**config.mk**
```make
export PLATFORM = sky130hd
export DESIGN_NAME = vec_mem_seq_flat
export DESIGN_NICKNAME = d
export VERILOG_FILES = /design/src/rtl/vec_mem_seq_if.sv /design/src/rtl/vec_mem_seq.sv /design/src/flat_wrapper.sv
export SDC_FILE = /design/constraint.sdc
export NUM_CORES = 1
export LEC_CHECK = 0
export ABC_AREA = 1
export ABC_CLOCK_PERIOD_IN_PS = 4600
export CAP_MARGIN = 20
export CORE_ASPECT_RATIO = 1.5
export CORE_MARGIN = 4
export CORE_UTILIZATION = 30
export DETAILED_ROUTE_END_ITERATION = 10
export PLACE_DENSITY = 0.55
export SLEW_MARGIN = 20
export SYNTH_ARGS = -nofsm -noshare
export SYNTH_HDL_FRONTEND = slang
export SYNTH_SLANG_ARGS = --single-unit
```
**constraint.sdc**
```tcl
create_clock -name clk -period 4.6 [get_ports clk]
set_input_delay 0.92 -clock clk [delete_from_list [all_inputs] [get_ports clk]]
set_output_delay 0.92 -clock clk [all_outputs]
set_load 0.05 [all_outputs]
```
**src/rtl/vec_mem_seq_if.sv**
```systemverilog
// Bus bundle for vec_mem_seq: request handshake, store/load element streams,
// RAM port-A signals and status. The slave modport is the sequencer's view.
interface vec_mem_seq_if #(
    parameter int ADDR_WIDTH = 17,
    parameter int DATA_WIDTH = 32,
    parameter int LEN_WIDTH  = 7
);
    logic                  req_valid;
    logic                  req_ready;
    logic                  req_store;
    logic [ADDR_WIDTH-1:0] req_base;
    logic [ADDR_WIDTH-1:0] req_stride;
    logic [LEN_WIDTH-1:0]  req_len;

    logic                  st_valid;
    logic                  st_ready;
    logic [DATA_WIDTH-1:0] st_data;

    logic                  ld_valid;
    logic                  ld_ready;
    logic [DATA_WIDTH-1:0] ld_data;

    logic                  mem_w;
    logic [ADDR_WIDTH-1:0] mem_addr;
    logic [DATA_WIDTH-1:0] mem_din;
    logic [DATA_WIDTH-1:0] mem_dout;

    logic                  busy;
    logic                  done;

    modport master (
        output req_valid, req_store, req_base, req_stride, req_len,
        output st_valid, st_data, ld_ready, mem_dout,
        input  req_ready, st_ready, ld_valid, ld_data,
        input  mem_w, mem_addr, mem_din, busy, done
    );

    modport slave (
        input  req_valid, req_store, req_base, req_stride, req_len,
        input  st_valid, st_data, ld_ready, mem_dout,
        output req_ready, st_ready, ld_valid, ld_data,
        output mem_w, mem_addr, mem_din, busy, done
    );
endinterface

```
**src/rtl/vec_mem_seq.sv**
```systemverilog
// Vector load/store sequencer driving one RAM port with strided element addresses.
// Optional macro VMEM_STRIDE_EN enables non-unit strides; otherwise stride is fixed to 1.
module vec_mem_seq #(
    parameter int ADDR_WIDTH = 17,
    parameter int DATA_WIDTH = 32,
    parameter int LEN_WIDTH  = 7
) (
    input  logic          clk,
    input  logic          rst_n,
    vec_mem_seq_if.slave  bus
);
    typedef enum logic [1:0] {IDLE, LOAD, STORE} state_t;

    localparam logic [LEN_WIDTH-1:0]  LEN_ONE  = LEN_WIDTH'(1);
    localparam logic [ADDR_WIDTH-1:0] UNIT_STR = ADDR_WIDTH'(1);

    state_t                state_q, state_d;
    logic [ADDR_WIDTH-1:0] addr_q, addr_d;
    logic [ADDR_WIDTH-1:0] stride_q, stride_d;
    logic [LEN_WIDTH-1:0]  len_q, len_d;
    logic [LEN_WIDTH-1:0]  idx_q, idx_d;
    logic [LEN_WIDTH-1:0]  pop_cnt_q, pop_cnt_d;
    logic [2:0]            credits_q, credits_d;
    logic                  rd_pend_q, rd_pend_d;
    logic                  done_q, done_d;
    logic [1:0]            wr_ptr_q, wr_ptr_d;
    logic [1:0]            rd_ptr_q, rd_ptr_d;
    logic [2:0]            count_q, count_d;
    logic [DATA_WIDTH-1:0] fifo_mem [4];

    logic issue, wr_el, push, pop;
    logic [ADDR_WIDTH-1:0] req_stride_eff;

`ifdef VMEM_STRIDE_EN
    assign req_stride_eff = bus.req_stride;
`else
    logic unused_req_stride;
    assign unused_req_stride = ^bus.req_stride;
    assign req_stride_eff    = UNIT_STR;
`endif

    // A read is outstanding from issue until its element pops, capped by FIFO depth.
    assign issue = (state_q == LOAD) && (idx_q < len_q) && (credits_q < 3'd4);
    assign wr_el = (state_q == STORE) && bus.st_valid;
    assign push  = rd_pend_q;
    assign pop   = (count_q != 3'd0) && bus.ld_ready;

    assign bus.req_ready = (state_q == IDLE);
    assign bus.st_ready  = (state_q == STORE);
    assign bus.busy      = (state_q != IDLE);
    assign bus.done      = done_q;
    assign bus.mem_w     = wr_el;
    assign bus.mem_addr  = (issue || wr_el) ? addr_q : '0;
    assign bus.mem_din   = wr_el ? bus.st_data : '0;
    assign bus.ld_valid  = (count_q != 3'd0);
    assign bus.ld_data   = fifo_mem[rd_ptr_q];

    always_comb begin
        state_d   = state_q;
        addr_d    = addr_q;
        stride_d  = stride_q;
        len_d     = len_q;
        idx_d     = idx_q;
        pop_cnt_d = pop_cnt_q;
        credits_d = credits_q + {2'b00, issue} - {2'b00, pop};
        count_d   = count_q + {2'b00, push} - {2'b00, pop};
        wr_ptr_d  = push ? wr_ptr_q + 2'd1 : wr_ptr_q;
        rd_ptr_d  = pop ? rd_ptr_q + 2'd1 : rd_ptr_q;
        rd_pend_d = issue;
        done_d    = 1'b0;

        case (state_q)
            IDLE: begin
                if (bus.req_valid) begin
                    addr_d    = bus.req_base;
                    stride_d  = req_stride_eff;
                    len_d     = bus.req_len;
                    idx_d     = '0;
                    pop_cnt_d = '0;
                    // Zero-length requests complete without touching the RAM.
                    if (bus.req_len == '0) begin
                        done_d = 1'b1;
                    end else begin
                        state_d = bus.req_store ? STORE : LOAD;
                    end
                end
            end
            STORE: begin
                if (wr_el) begin
                    addr_d = addr_q + stride_q;
                    idx_d  = idx_q + LEN_ONE;
                    if (idx_q + LEN_ONE == len_q) begin
                        state_d = IDLE;
                        done_d  = 1'b1;
                    end
                end
            end
            LOAD: begin
                if (issue) begin
                    addr_d = addr_q + stride_q;
                    idx_d  = idx_q + LEN_ONE;
                end
                if (pop) begin
                    pop_cnt_d = pop_cnt_q + LEN_ONE;
                    if (pop_cnt_q + LEN_ONE == len_q) begin
                        state_d = IDLE;
                        done_d  = 1'b1;
                    end
                end
            end
            default: state_d = IDLE;
        endcase
    end

    always_ff @(posedge clk or negedge rst_n) begin
        if (!rst_n) begin
            state_q   <= IDLE;
            addr_q    <= '0;
            stride_q  <= '0;
            len_q     <= '0;
            idx_q     <= '0;
            pop_cnt_q <= '0;
            credits_q <= '0;
            rd_pend_q <= 1'b0;
            done_q    <= 1'b0;
            wr_ptr_q  <= '0;
            rd_ptr_q  <= '0;
            count_q   <= '0;
        end else begin
            state_q   <= state_d;
            addr_q    <= addr_d;
            stride_q  <= stride_d;
            len_q     <= len_d;
            idx_q     <= idx_d;
            pop_cnt_q <= pop_cnt_d;
            credits_q <= credits_d;
            rd_pend_q <= rd_pend_d;
            done_q    <= done_d;
            wr_ptr_q  <= wr_ptr_d;
            rd_ptr_q  <= rd_ptr_d;
            count_q   <= count_d;
        end
    end

    // Read data arrives one cycle after issue; storage needs no reset since
    // occupancy is tracked by count_q.
    always_ff @(posedge clk) begin
        if (push) begin
            fifo_mem[wr_ptr_q] <= bus.mem_dout;
        end
    end
endmodule

```
**src/flat_wrapper.sv**
```systemverilog
// flat-port wrapper written by rule: the top's interface ports become plain ports
module vec_mem_seq_flat 
#(
    parameter int ADDR_WIDTH = 17,
    parameter int DATA_WIDTH = 32,
    parameter int LEN_WIDTH  = 7
)
  (clk, rst_n, bus_req_valid, bus_req_store, bus_req_base, bus_req_stride, bus_req_len, bus_st_valid, bus_st_data, bus_ld_ready, bus_mem_dout, bus_req_ready, bus_st_ready, bus_ld_valid, bus_ld_data, bus_mem_w, bus_mem_addr, bus_mem_din, bus_busy, bus_done);
  vec_mem_seq_if #(.ADDR_WIDTH(ADDR_WIDTH), .DATA_WIDTH(DATA_WIDTH), .LEN_WIDTH(LEN_WIDTH)) bus_i ();
  input  logic clk;
  input  logic rst_n;
  input wire logic [$bits(bus_i.req_valid)-1:0] bus_req_valid;
  input wire logic [$bits(bus_i.req_store)-1:0] bus_req_store;
  input wire logic [$bits(bus_i.req_base)-1:0] bus_req_base;
  input wire logic [$bits(bus_i.req_stride)-1:0] bus_req_stride;
  input wire logic [$bits(bus_i.req_len)-1:0] bus_req_len;
  input wire logic [$bits(bus_i.st_valid)-1:0] bus_st_valid;
  input wire logic [$bits(bus_i.st_data)-1:0] bus_st_data;
  input wire logic [$bits(bus_i.ld_ready)-1:0] bus_ld_ready;
  input wire logic [$bits(bus_i.mem_dout)-1:0] bus_mem_dout;
  output wire logic [$bits(bus_i.req_ready)-1:0] bus_req_ready;
  output wire logic [$bits(bus_i.st_ready)-1:0] bus_st_ready;
  output wire logic [$bits(bus_i.ld_valid)-1:0] bus_ld_valid;
  output wire logic [$bits(bus_i.ld_data)-1:0] bus_ld_data;
  output wire logic [$bits(bus_i.mem_w)-1:0] bus_mem_w;
  output wire logic [$bits(bus_i.mem_addr)-1:0] bus_mem_addr;
  output wire logic [$bits(bus_i.mem_din)-1:0] bus_mem_din;
  output wire logic [$bits(bus_i.busy)-1:0] bus_busy;
  output wire logic [$bits(bus_i.done)-1:0] bus_done;
  assign bus_i.req_valid = bus_req_valid;
  assign bus_i.req_store = bus_req_store;
  assign bus_i.req_base = bus_req_base;
  assign bus_i.req_stride = bus_req_stride;
  assign bus_i.req_len = bus_req_len;
  assign bus_i.st_valid = bus_st_valid;
  assign bus_i.st_data = bus_st_data;
  assign bus_i.ld_ready = bus_ld_ready;
  assign bus_i.mem_dout = bus_mem_dout;
  assign bus_req_ready = bus_i.req_ready;
  assign bus_st_ready = bus_i.st_ready;
  assign bus_ld_valid = bus_i.ld_valid;
  assign bus_ld_data = bus_i.ld_data;
  assign bus_mem_w = bus_i.mem_w;
  assign bus_mem_addr = bus_i.mem_addr;
  assign bus_mem_din = bus_i.mem_din;
  assign bus_busy = bus_i.busy;
  assign bus_done = bus_i.done;
  vec_mem_seq #(.ADDR_WIDTH(ADDR_WIDTH), .DATA_WIDTH(DATA_WIDTH), .LEN_WIDTH(LEN_WIDTH)) u_core (.clk(clk), .rst_n(rst_n), .bus(bus_i));
endmodule
```
==> run metrics, run 1 <==
status=finished, final reports clean; fin worst setup slack=0.972 ns; cell area power density=639 mW/mm^2; crit-path max FO=18; clk_lat worst skew=0.44 ns; Post-Route WL=20.6 mm; unrepaired setup endpoints after global routing=no; Pwr Total=7.14 mW; largest vdd supply drop=0.401 mV; Max Clk Rate=276 MHz; met2 routed wirelength=10.7 mm; total routing resource utilization after global routing=0.133; number of slew-limit violations in the final report=0; number of search-and-repair iterations in the first detailed-routing pass=4; classification of the worst-slack hold path=in -> async; Syn Inst Count=865; post-synthesis register bit count=181; area of the core region=0.0280 sq mm; initial antenna violation count=0; number of buffers added to fix hold violations after cts=0; global-route wire length before repair=33.0 mm; Non-Filler Cell Area, Final=0.0112 sq mm; leakage power of the design=4.55 nW; Detailed Route Iter0 Violations=236; final setup violating endpoints=0; total number of yosys warnings=0; Die X-Extent=146 um; required time worst endpoint=3.68 ns; Syn Std Cell Area=0.00853 sq mm; detailed route wirelength on metal3=831 um; number of vias after detailed routing=6271; leading cell type in the layout, fill and taps excluded=sky130_fd_sc_hd__clkdlybuf4s50_1; critical path capture point type=output port; P&R area growth vs syn=31.1%; final cycle utilization of the critical path=0.789; number of placement rows=75; Clock Tree Buf Depth=2; minimum period implied by the final worst setup slack=3.63 ns; Slew @ Worst Pin=0.841 ns; Port Buf Inserts=180; highest metal used=met4; ratio of cells with drive above 1 in the final layout=0.0770; maximum capacitance violations=0; clock tree root driver cell=sky130_fd_sc_hd__clkbuf_16; ranking of synthesized cells by area=sky130_fd_sc_hd__edfxtp_1 (45%), sky130_fd_sc_hd__dfrtp_1 (16%), sky130_fd_sc_hd__nor2_1 (6.0%), sky130_fd_sc_hd__o21ai_0 (5.9%), sky130_fd_sc_hd__nand2_1 (5.9%); worst max-slew margin expressed relative to the limit=0.438; remaining antenna violation count=0; post-synth net total=1001; post-synth top area share=0.451; number of H-tree branching levels=4; library cell with the largest summed area after synthesis=sky130_fd_sc_hd__edfxtp_1; non-filler cells in the finished layout=1398; utilization of the core after routing=0.400; via count normalized by instance count=4.49; sum of routed wire segments on met1=8.67 mm; post-CTS setup buffers=0; Final nets=1175; maximum number of pins on one net before global-route repair=66; post-detailed-placement cell area=0.0106 sq mm; count of cells resized by post-cts repair=0; Synth Area per Inst=9.86 sq um; Fin Setup TNS=0 ns; nature of the critical path startpoint=flip-flop; post-synthesis sequential area ratio=0.606; CTS clk-pin slew, worst paths=0.08 ns; Synth cell types=31; number of diodes added for antenna fixing=0; routability cong.=0.773; CTS sink count=181; remaining design rule violation count=0; data arrival time of the critical path=2.71 ns; Hold Fails Final Rpt=0; count of placed standard cells including taps=1366; top library cells by usage in the layout, fill and taps aside=sky130_fd_sc_hd__clkdlybuf4s50_1 (162), sky130_fd_sc_hd__nor2_1 (136), sky130_fd_sc_hd__nand2_1 (133), sky130_fd_sc_hd__edfxtp_1 (128), sky130_fd_sc_hd__inv_1 (107); Starting Density=0.305; final HPWL from detailed placement=14.2 mm; overall overflow remaining after global route=0; worst slack on hold paths=0.422 ns; DIE AREA=0.0312 sq mm; kind of critical path=reg -> out; vias in the first global route=6278; worst setup slack before clock tree synthesis=0.973 ns; average routed wire per standard cell=14.8 um; worst clock skew=0.0101 ns; number of buffers created by CTS=17; height of the chip=214 um; CTS tree=done; count of boundary I/O pins=198
## path summary, 6_finish.rpt
check                                          startpoint                              to  slack (ns)  depth (start not counted)
max                        u_core.rd_ptr_q[1]$_DFFE_PN0P_                 bus_ld_data[30]        0.97                          5
min                                                 rst_n    u_core.addr_q[5]$_DFFE_PN0P_        0.42                          1
max reg2reg                   u_core.len_q[2]$_DFFE_PN0P_     u_core.idx_q[6]$_DFFE_PN0P_        1.98                         11
min reg2reg                 u_core.credits_q[2]$_DFF_PN0_   u_core.credits_q[2]$_DFF_PN0_        0.48                          1
max in group asynchronous                           rst_n  u_core.rd_ptr_q[0]$_DFFE_PN0P_        3.31                          2
min in group clk            u_core.credits_q[2]$_DFF_PN0_   u_core.credits_q[2]$_DFF_PN0_        0.48                          1
## cell type report
| class | count | area (sq um) |
|---|---|---|
| clock buffers | 17 | 425 |
| clock inverters | 15 | 133 |
| fillers | 2735 | 16800 |
| inverters | 115 | 432 |
| multi-input cells | 536 | 2770 |
| flip-flops and latches | 181 | 5170 |
| well taps | 346 | 433 |
| repair buffers | 188 | 1810 |
## cells in the mapped netlist (all sizes together)
cell    instances
a21oi           8
mux2i           8
xnor2           4
o21bai          2
nand2         137
fa              2
o21ai         105
nor4            1
buf            10
nand3          37
clkbuf         23
xor2           16
inv           115
nor3            2
nor2          146
or3             1
edfxtp        128
o21a            1
dfrtp          53
nand4           8
ha             23
o22ai          35
## critical path: stages (launching register included)
cell and delay [ns]:
sky130_fd_sc_hd__dfrtp_1 0.37, sky130_fd_sc_hd__inv_1 0.49, sky130_fd_sc_hd__buf_4 0.28, sky130_fd_sc_hd__o21ai_0 0.10, sky130_fd_sc_hd__o22ai_1 0.18, sky130_fd_sc_hd__clkdlybuf4s50_1 0.84
## kinds of logic (layout without fill, tap and decap cells)
family          count (synthesis)  in the layout  share of synthesized area
compound gates                151            151                     0.0946
xor+xnor                       20             20                     0.0205
fa+ha+maj                      25             25                     0.0384
buf+inv                       148            335                     0.0687
flops                         181            181                      0.606
mux                             8              8                    0.00939
simple gates                  332            332                      0.162
## state kept, by name, indices dropped and copies added (netlist names)
register,count
u_core.state_q,2
u_core.count_q,3
u_core.credits_q,3
u_core.wr_ptr_q,2
u_core.addr_q,17
u_core.bus.done,1
u_core.fifo_mem,128
u_core.pop_cnt_q,7
u_core.len_q,7
u_core.rd_ptr_q,2
u_core.stride_q,1
u_core.idx_q,7
u_core.push,1
## metal layers
layer  up-vias  global-route usage
met1      2893               0.151
met3        22              0.0300
met2       138               0.242
met4         0              0.0501
met5         -                   0
li1       3218                   -
## power breakdown
group	switching (mW)	total (mW)	internal, mW	leakage [nW]
Sequential	0.190	2.23	2.04	1.82
Clock	0.672	1.39	0.715	0.277
Combinational	2.41	3.53	1.12	2.46
Total	3.27	7.14	3.87	4.55
Note: power is estimated with default switching activity, not from simulation.
==> inputs of run 2 (changes only) <==
--- a/config.mk
+++ b/config.mk
@@ -6,13 +6,13 @@
 export NUM_CORES = 1
 export LEC_CHECK = 0
 export ABC_AREA = 1
-export ABC_CLOCK_PERIOD_IN_PS = 4600
+export ABC_CLOCK_PERIOD_IN_PS = 3000
 export CAP_MARGIN = 20
 export CORE_ASPECT_RATIO = 1.5
 export CORE_MARGIN = 4
 export CORE_UTILIZATION = 30
 export DETAILED_ROUTE_END_ITERATION = 10
-export PLACE_DENSITY = 0.55
+export PLACE_DENSITY = 0.56
 export SLEW_MARGIN = 20
 export SYNTH_ARGS = -nofsm -noshare
 export SYNTH_HDL_FRONTEND = slang
==> constraint.sdc (replaced) <==
create_clock -name clk -period 3 [get_ports clk]
set_input_delay 0.6 -clock clk [delete_from_list [all_inputs] [get_ports clk]]
set_output_delay 0.6 -clock clk [all_outputs]
set_load 0.05 [all_outputs]
==> run 2 against run 1 <==
Clock power grew 55%. Cell count grew 1.0%. Clock skew grew 0.0043 ns. Design area grew 3.8%. Global-route usage grew 0.59 points. Core utilization grew 1.5 points. Hold slack lost 0.25 ns. Non-clock buffer count grew 13. Sequential cell count is the same. First-iteration DRC count grew 6.4%. Critical path depth grew 5. Combinational power grew 59%. Largest power group unchanged. Highest routed layer unchanged.
==> run metrics, run 2 (synthesis gave the netlist of run 1 again) <==
number of search-and-repair iterations in the first detailed-routing pass=4; worst-path cell chain=ha_1 > a21oi_2 > o21ai_2 > nand4_1 > nand4_1 > inv_2 > nor2_4 > buf_6 > nor2_1 > buf_6; unrepaired setup endpoints after global routing=no; Non-Filler Cell Area, Final=0.0116 sq mm; final HPWL from detailed placement=14.7 mm; required time worst endpoint=2.40 ns; fin worst setup slack=0.165 ns; most flop-heavy register=u_core.fifo_mem; count of boundary I/O pins=198; Clock Tree Buf Depth=2; top library cells by usage in the layout, fill and taps aside=sky130_fd_sc_hd__nand2_1 (133), sky130_fd_sc_hd__nor2_1 (132), sky130_fd_sc_hd__edfxtp_1 (128), sky130_fd_sc_hd__inv_1 (108), sky130_fd_sc_hd__o21ai_0 (100); maximum capacitance violations=0; kind of critical path=reg -> out; cell area power density=965 mW/mm^2; remaining antenna violation count=0; Slowest-stage cell, CP=sky130_fd_sc_hd__dfrtp_2; worst path bufs/invs=3; data arrival time of the critical path=2.23 ns; worst max-slew margin expressed relative to the limit=0.548; Slew @ Worst Pin=0.678 ns; Detailed Route Iter0 Violations=251; clock tree root driver cell=sky130_fd_sc_hd__clkbuf_16; Die X-Extent=146 um; worst clock skew=0.0145 ns; Final nets=1188; P&R area growth vs syn=36.1%; critical path capture point type=output port; area of the core region=0.0280 sq mm; height of the chip=214 um; minimum period implied by the final worst setup slack=2.83 ns; total routing resource utilization after global routing=0.139; post-detailed-placement cell area=0.0110 sq mm; worst setup slack before clock tree synthesis=0.336 ns; Max Clk Rate=353 MHz; Hold Fails Final Rpt=0; CTS tree=done; DIE AREA=0.0312 sq mm; registers with the most flip-flops=u_core.fifo_mem x128, u_core.addr_q x17; Post-Route WL=21.3 mm; ratio of cells with drive above 1 in the final layout=0.155; initial antenna violation count=1; CTS clk-pin slew, worst paths=0.08 ns; via count normalized by instance count=4.64; classification of the worst-slack hold path=in -> async; nature of the critical path startpoint=flip-flop; remaining design rule violation count=0; CTS sink count=181; global-route wire length before repair=34.7 mm; number of H-tree branching levels=4; average routed wire per standard cell=15.1 um; largest incremental delay on the critical path=0.45 ns; number of slew-limit violations in the final report=0; routability cong.=0.802; leakage power of the design=4.82 nW; number of placement rows=75; number of buffers created by CTS=17; crit-path leading delay family=flip-flops; Pwr Total=11.2 mW; number of flip-flops in the largest register=128; maximum number of pins on one net before global-route repair=66; reg-to-reg startpoint=u_core.idx_q[2]$_DFFE_PN0P_; start point of the critical path=u_core.idx_q[2]$_DFFE_PN0P_; status=finished, final reports clean; final cycle utilization of the critical path=0.945; overall overflow remaining after global route=0; leading cell type in the layout, fill and taps excluded=sky130_fd_sc_hd__nand2_1; register-to-register setup slack=0.61 ns; crit-path max FO=9; largest vdd supply drop=0.491 mV; Port Buf Inserts=180; number of vias after detailed routing=6548; vias in the first global route=6622; final setup violating endpoints=0; clk_lat worst skew=0.44 ns; Starting Density=0.305
run 2: cell types whose count changed in the layout (fill, tap and decap cells not counted), moves of 2 or more:
cell and delta:
sky130_fd_sc_hd__inv_6 -5, sky130_fd_sc_hd__nor2_1 -4, sky130_fd_sc_hd__buf_4 +36, sky130_fd_sc_hd__clkinvlp_4 +3
sky130_fd_sc_hd__nor2_2 +3, sky130_fd_sc_hd__inv_8 +2, sky130_fd_sc_hd__clkdlybuf4s50_1 -65, sky130_fd_sc_hd__buf_6 +8
sky130_fd_sc_hd__buf_12 +34
run 2: timing repair:
action	4_1_cts	5_1_grt
gates resized for setup	2	20
setup endpoints to repair	17	17
gates cloned	0	1
setup buffers	2	1
hold buffers	0	0
run 2: power by group:
group / total (mW) / internal [mW] / leakage [nW] / switching (mW)
clock network: 2.16 / 1.10 / 0.270 / 1.06
logic: 5.63 / 1.82 / 2.73 / 3.81
registers: 3.41 / 3.12 / 1.82 / 0.287
run 2: layer usage:
metal	GRT usage	vias up	routed length, um
met3	0.0366	29	1050
li1	-	3263	-
met5	0	-	0
met1	0.155	3089	8660
met4	0.0494	0	393
met2	0.254	167	11200
run 2: worst reg2reg max path, stage by stage (launching register included):
cell and delay [ns]:
sky130_fd_sc_hd__dfrtp_2 0.45, sky130_fd_sc_hd__ha_1 0.32, sky130_fd_sc_hd__nand2_1 0.07, sky130_fd_sc_hd__o21ai_2 0.13, sky130_fd_sc_hd__nand4_1 0.12, sky130_fd_sc_hd__nand4_1 0.13, sky130_fd_sc_hd__inv_2 0.07, sky130_fd_sc_hd__buf_4 0.13
sky130_fd_sc_hd__ha_1 0.20, sky130_fd_sc_hd__fa_1 0.38, sky130_fd_sc_hd__xnor2_1 0.18, sky130_fd_sc_hd__xor2_1 0.15
run 2: final timing paths:
kind | cells after the start | endpoint
worst max-delay path | 10 | bus_mem_addr[13]
worst min-delay path | 1 | u_core.addr_q[5]$_DFFE_PN0P_
worst max register to register | 11 | u_core.credits_q[2]$_DFF_PN0_
worst min register to register | 1 | u_core.credits_q[2]$_DFF_PN0_
max in group asynchronous | 2 | u_core.rd_ptr_q[0]$_DFFE_PN0P_
min in group clk | 1 | u_core.credits_q[2]$_DFF_PN0_
run 2: final cells by class:
class	instances	area, sq um
diodes	1	2.50
clock buffers	18	429
clock inverters	14	141
fillers	2721	16400
inverters	115	432
multi-input cells	536	2790
flip-flops and latches	181	5170
well taps	346	433
repair buffers	201	2200
run 2: per-stage QoR:
| step | std cells | util | setup TNS, ns | hold slack [ns] |
|---|---|---|---|---|
| 5_1_grt | 1412 | 0.415 | 0 | 0.191 |
| 3_5_place_dp | 1375 | 0.392 | 0 | 0.471 |
| 6_report | 1412 | 0.415 | 0 | 0.168 |
| 4_1_cts | 1409 | 0.413 | 0 | 0.167 |
| 3_3_place_gp | 1375 | 0.392 | 0 | 0.465 |
| 2_1_floorplan | 865 | - | -1.85 | 0.304 |
==> inputs of run 3 (changes only) <==
--- a/config.mk
+++ b/config.mk
@@ -12,6 +12,7 @@
 export CORE_MARGIN = 4
 export CORE_UTILIZATION = 30
 export DETAILED_ROUTE_END_ITERATION = 10
+export GPL_TIMING_DRIVEN = 0
 export PLACE_DENSITY = 0.56
 export SLEW_MARGIN = 20
 export SYNTH_ARGS = -nofsm -noshare
==> run 3 against run 2 <==
Count of clock-buffer cells in the layout is 1 higher. Design area is 1.7% lower. Total power is 1.7% higher.
==> run metrics, run 3 (synthesis gave the netlist of run 1 again) <==
remaining antenna violation count=0; Hold Fails Final Rpt=0; largest vdd supply drop=0.501 mV; most flop-heavy register=u_core.fifo_mem; area of the core region=0.0280 sq mm; Final nets=1218; critical path capture point type=output port; clk_lat worst skew=0.44 ns; total routing resource utilization after global routing=0.144; global-route wire length before repair=35.6 mm; vias in the first global route=6741; count of boundary I/O pins=198; maximum capacitance violations=0; worst-path cell chain=ha_4 > nand2_1 > o21ai_2 > nand4_1 > nand4_1 > inv_2 > nor2_4 > buf_6 > nor2_1 > clkbuf_4; required time worst endpoint=2.40 ns; number of placement rows=75; number of buffers created by CTS=17; Port Buf Inserts=180; Die X-Extent=146 um; largest incremental delay on the critical path=0.46 ns; Slowest-stage cell, CP=sky130_fd_sc_hd__dfrtp_2; CTS clk-pin slew, worst paths=0.07 ns; clock share of power=0.201; crit-path max FO=5; number of vias after detailed routing=6588; via count normalized by instance count=4.57; number of slew-limit violations in the final report=0; clock tree root driver cell=sky130_fd_sc_hd__clkbuf_16; data arrival time of the critical path=2.28 ns; Sw Pwr=5.26 mW; overall overflow remaining after global route=0; ratio of cells with drive above 1 in the final layout=0.168; Starting Density=0.305; number of H-tree branching levels=4; DIE AREA=0.0312 sq mm; final setup violating endpoints=0; height of the chip=214 um; worst max-slew margin expressed relative to the limit=0.619; switching share of power=0.462; Max Clk Rate=348 MHz; leakage power of the design=4.82 nW; remaining design rule violation count=0; Clock Tree Buf Depth=2; registers with the most flip-flops=u_core.fifo_mem x128, u_core.addr_q x17; Non-Filler Cell Area, Final=0.0114 sq mm; kind of critical path=reg -> out; maximum number of pins on one net before global-route repair=51; utilization of the core after routing=0.408; total internal power=6.13 mW; classification of the worst-slack hold path=in -> async; worst clock skew=0.0130 ns; initial antenna violation count=0; Most common cell on crit path=sky130_fd_sc_hd__nand4_1; Detailed Route Iter0 Violations=356; Logic pwr share=0.500; cell area power density=999 mW/mm^2; nature of the critical path startpoint=flip-flop; number of diodes added for antenna fixing=0; CTS tree=done; final cycle utilization of the critical path=0.959; P&R area growth vs syn=33.8%; count of fill cells added during filler insertion=2805; post-detailed-placement cell area=0.0109 sq mm; routability cong.=0.827; status=finished, final reports clean; minimum period implied by the final worst setup slack=2.88 ns; number of search-and-repair iterations in the first detailed-routing pass=5; final HPWL from detailed placement=16.3 mm; portion of total power attributed to sequential cells=0.299; top library cells by usage in the layout, fill and taps aside=sky130_fd_sc_hd__nand2_1 (133), sky130_fd_sc_hd__nor2_1 (133), sky130_fd_sc_hd__edfxtp_1 (128), sky130_fd_sc_hd__inv_1 (104), sky130_fd_sc_hd__o21ai_0 (100); Post-Route WL=22.6 mm; CTS sink count=181; average routed wire per standard cell=15.7 um; number of flip-flops in the largest register=128; Slew @ Worst Pin=0.571 ns
[run 3: cell types whose count changed in the layout (fill, tap and decap cells not counted), moves of 3 or more]
cell	delta
sky130_fd_sc_hd__clkbuf_2	+40
sky130_fd_sc_hd__buf_4	-39
sky130_fd_sc_hd__buf_12	-31
sky130_fd_sc_hd__buf_2	+18
sky130_fd_sc_hd__clkdlybuf4s15_2	+15
sky130_fd_sc_hd__clkbuf_1	+11
sky130_fd_sc_hd__clkbuf_4	+6
sky130_fd_sc_hd__inv_2	+5
sky130_fd_sc_hd__inv_1	-4
sky130_fd_sc_hd__clkdlybuf4s18_2	+3
sky130_fd_sc_hd__dlygate4sd2_1	+3
sky130_fd_sc_hd__inv_6	+3
[run 3: final timing paths]
path / start / endpoint / slack (ns) / depth (start not counted)
setup / recovery: u_core.idx_q[2]$_DFFE_PN0P_ / bus_mem_addr[8] / 0.12 / 10
hold / removal: rst_n / u_core.addr_q[4]$_DFFE_PN0P_ / 0.49 / 2
setup reg to reg: u_core.count_q[1]$_DFF_PN0_ / u_core.credits_q[2]$_DFF_PN0_ / 0.50 / 9
hold reg to reg: u_core.credits_q[2]$_DFF_PN0_ / u_core.credits_q[2]$_DFF_PN0_ / 0.49 / 1
max in group asynchronous: rst_n / u_core.idx_q[2]$_DFFE_PN0P_ / 2.04 / 3
min in group clk: u_core.credits_q[2]$_DFF_PN0_ / u_core.credits_q[2]$_DFF_PN0_ / 0.49 / 1
[run 3: timing repair]
item                                    in CTS  in global routing
endpoints found under the setup margin      82                 79
hold buffers                                 1                  0
cloned                                       0                  1
pin swaps                                    1                  3
hold endpoints to repair                     3                  0
resized for setup                          258                118
setup buffers                                4                  7
[run 3: power groups by stage]
stage / combinational, mW / sequential (mW) / clock [mW]
after floorplan: 3.87 / 3.39 / 0
after global placement: 5.71 / 3.47 / 0
after detailed placement: 5.78 / 3.47 / 0
after CTS: 5.73 / 3.41 / 2.33
after global routing: 6.23 / 3.46 / 2.43
final: 5.70 / 3.41 / 2.29
[run 3: critical path, delay by kind of cell, from the launching register on]
kind	cells	cell delay [ns]
adder cells (fa/ha/maj)	1	0.28
buffers and inverters	3	0.42
flip-flops	1	0.46
AO/OA/AOI/OAI	1	0.12
AND/OR/NAND/NOR	5	0.56
[run 3: final cells by class]
cell class                 count  area [sq um]  area share
inverter                     115           432      0.0378
timing repair buffer         198          1790       0.157
buffer                        33           186      0.0163
tap                          346           433      0.0379
clock buffer                  19           433      0.0379
sequential                   181          5170       0.453
multi-input combinational    536          2800       0.246
clock inverter                13           160      0.0140
[run 3: metrics by stage]
step	total power, mW	setup TNS, ns	hold slack, ns	instances	setup WS (ns)
final	11.4	0	0.490	1441	0.123
after floorplan	7.26	-1.85	0.304	865	-0.179
after global routing	12.1	-0.0285	0.479	1441	-0.0115
after global placement	9.17	-44.44	0.461	1391	-0.564
after CTS	11.5	0	0.465	1433	0.0000138
after detailed placement	9.25	-14.48	0.415	1396	-0.456
[run 3: per-layer routing]
metal	vias to the layer above	routed length [um]	global-route usage
met2	183	11900	0.272
met1	3057	8950	0.152
li1	3309	-	-
met3	39	1160	0.0342
met4	0	624	0.0583
met5	-	0	0
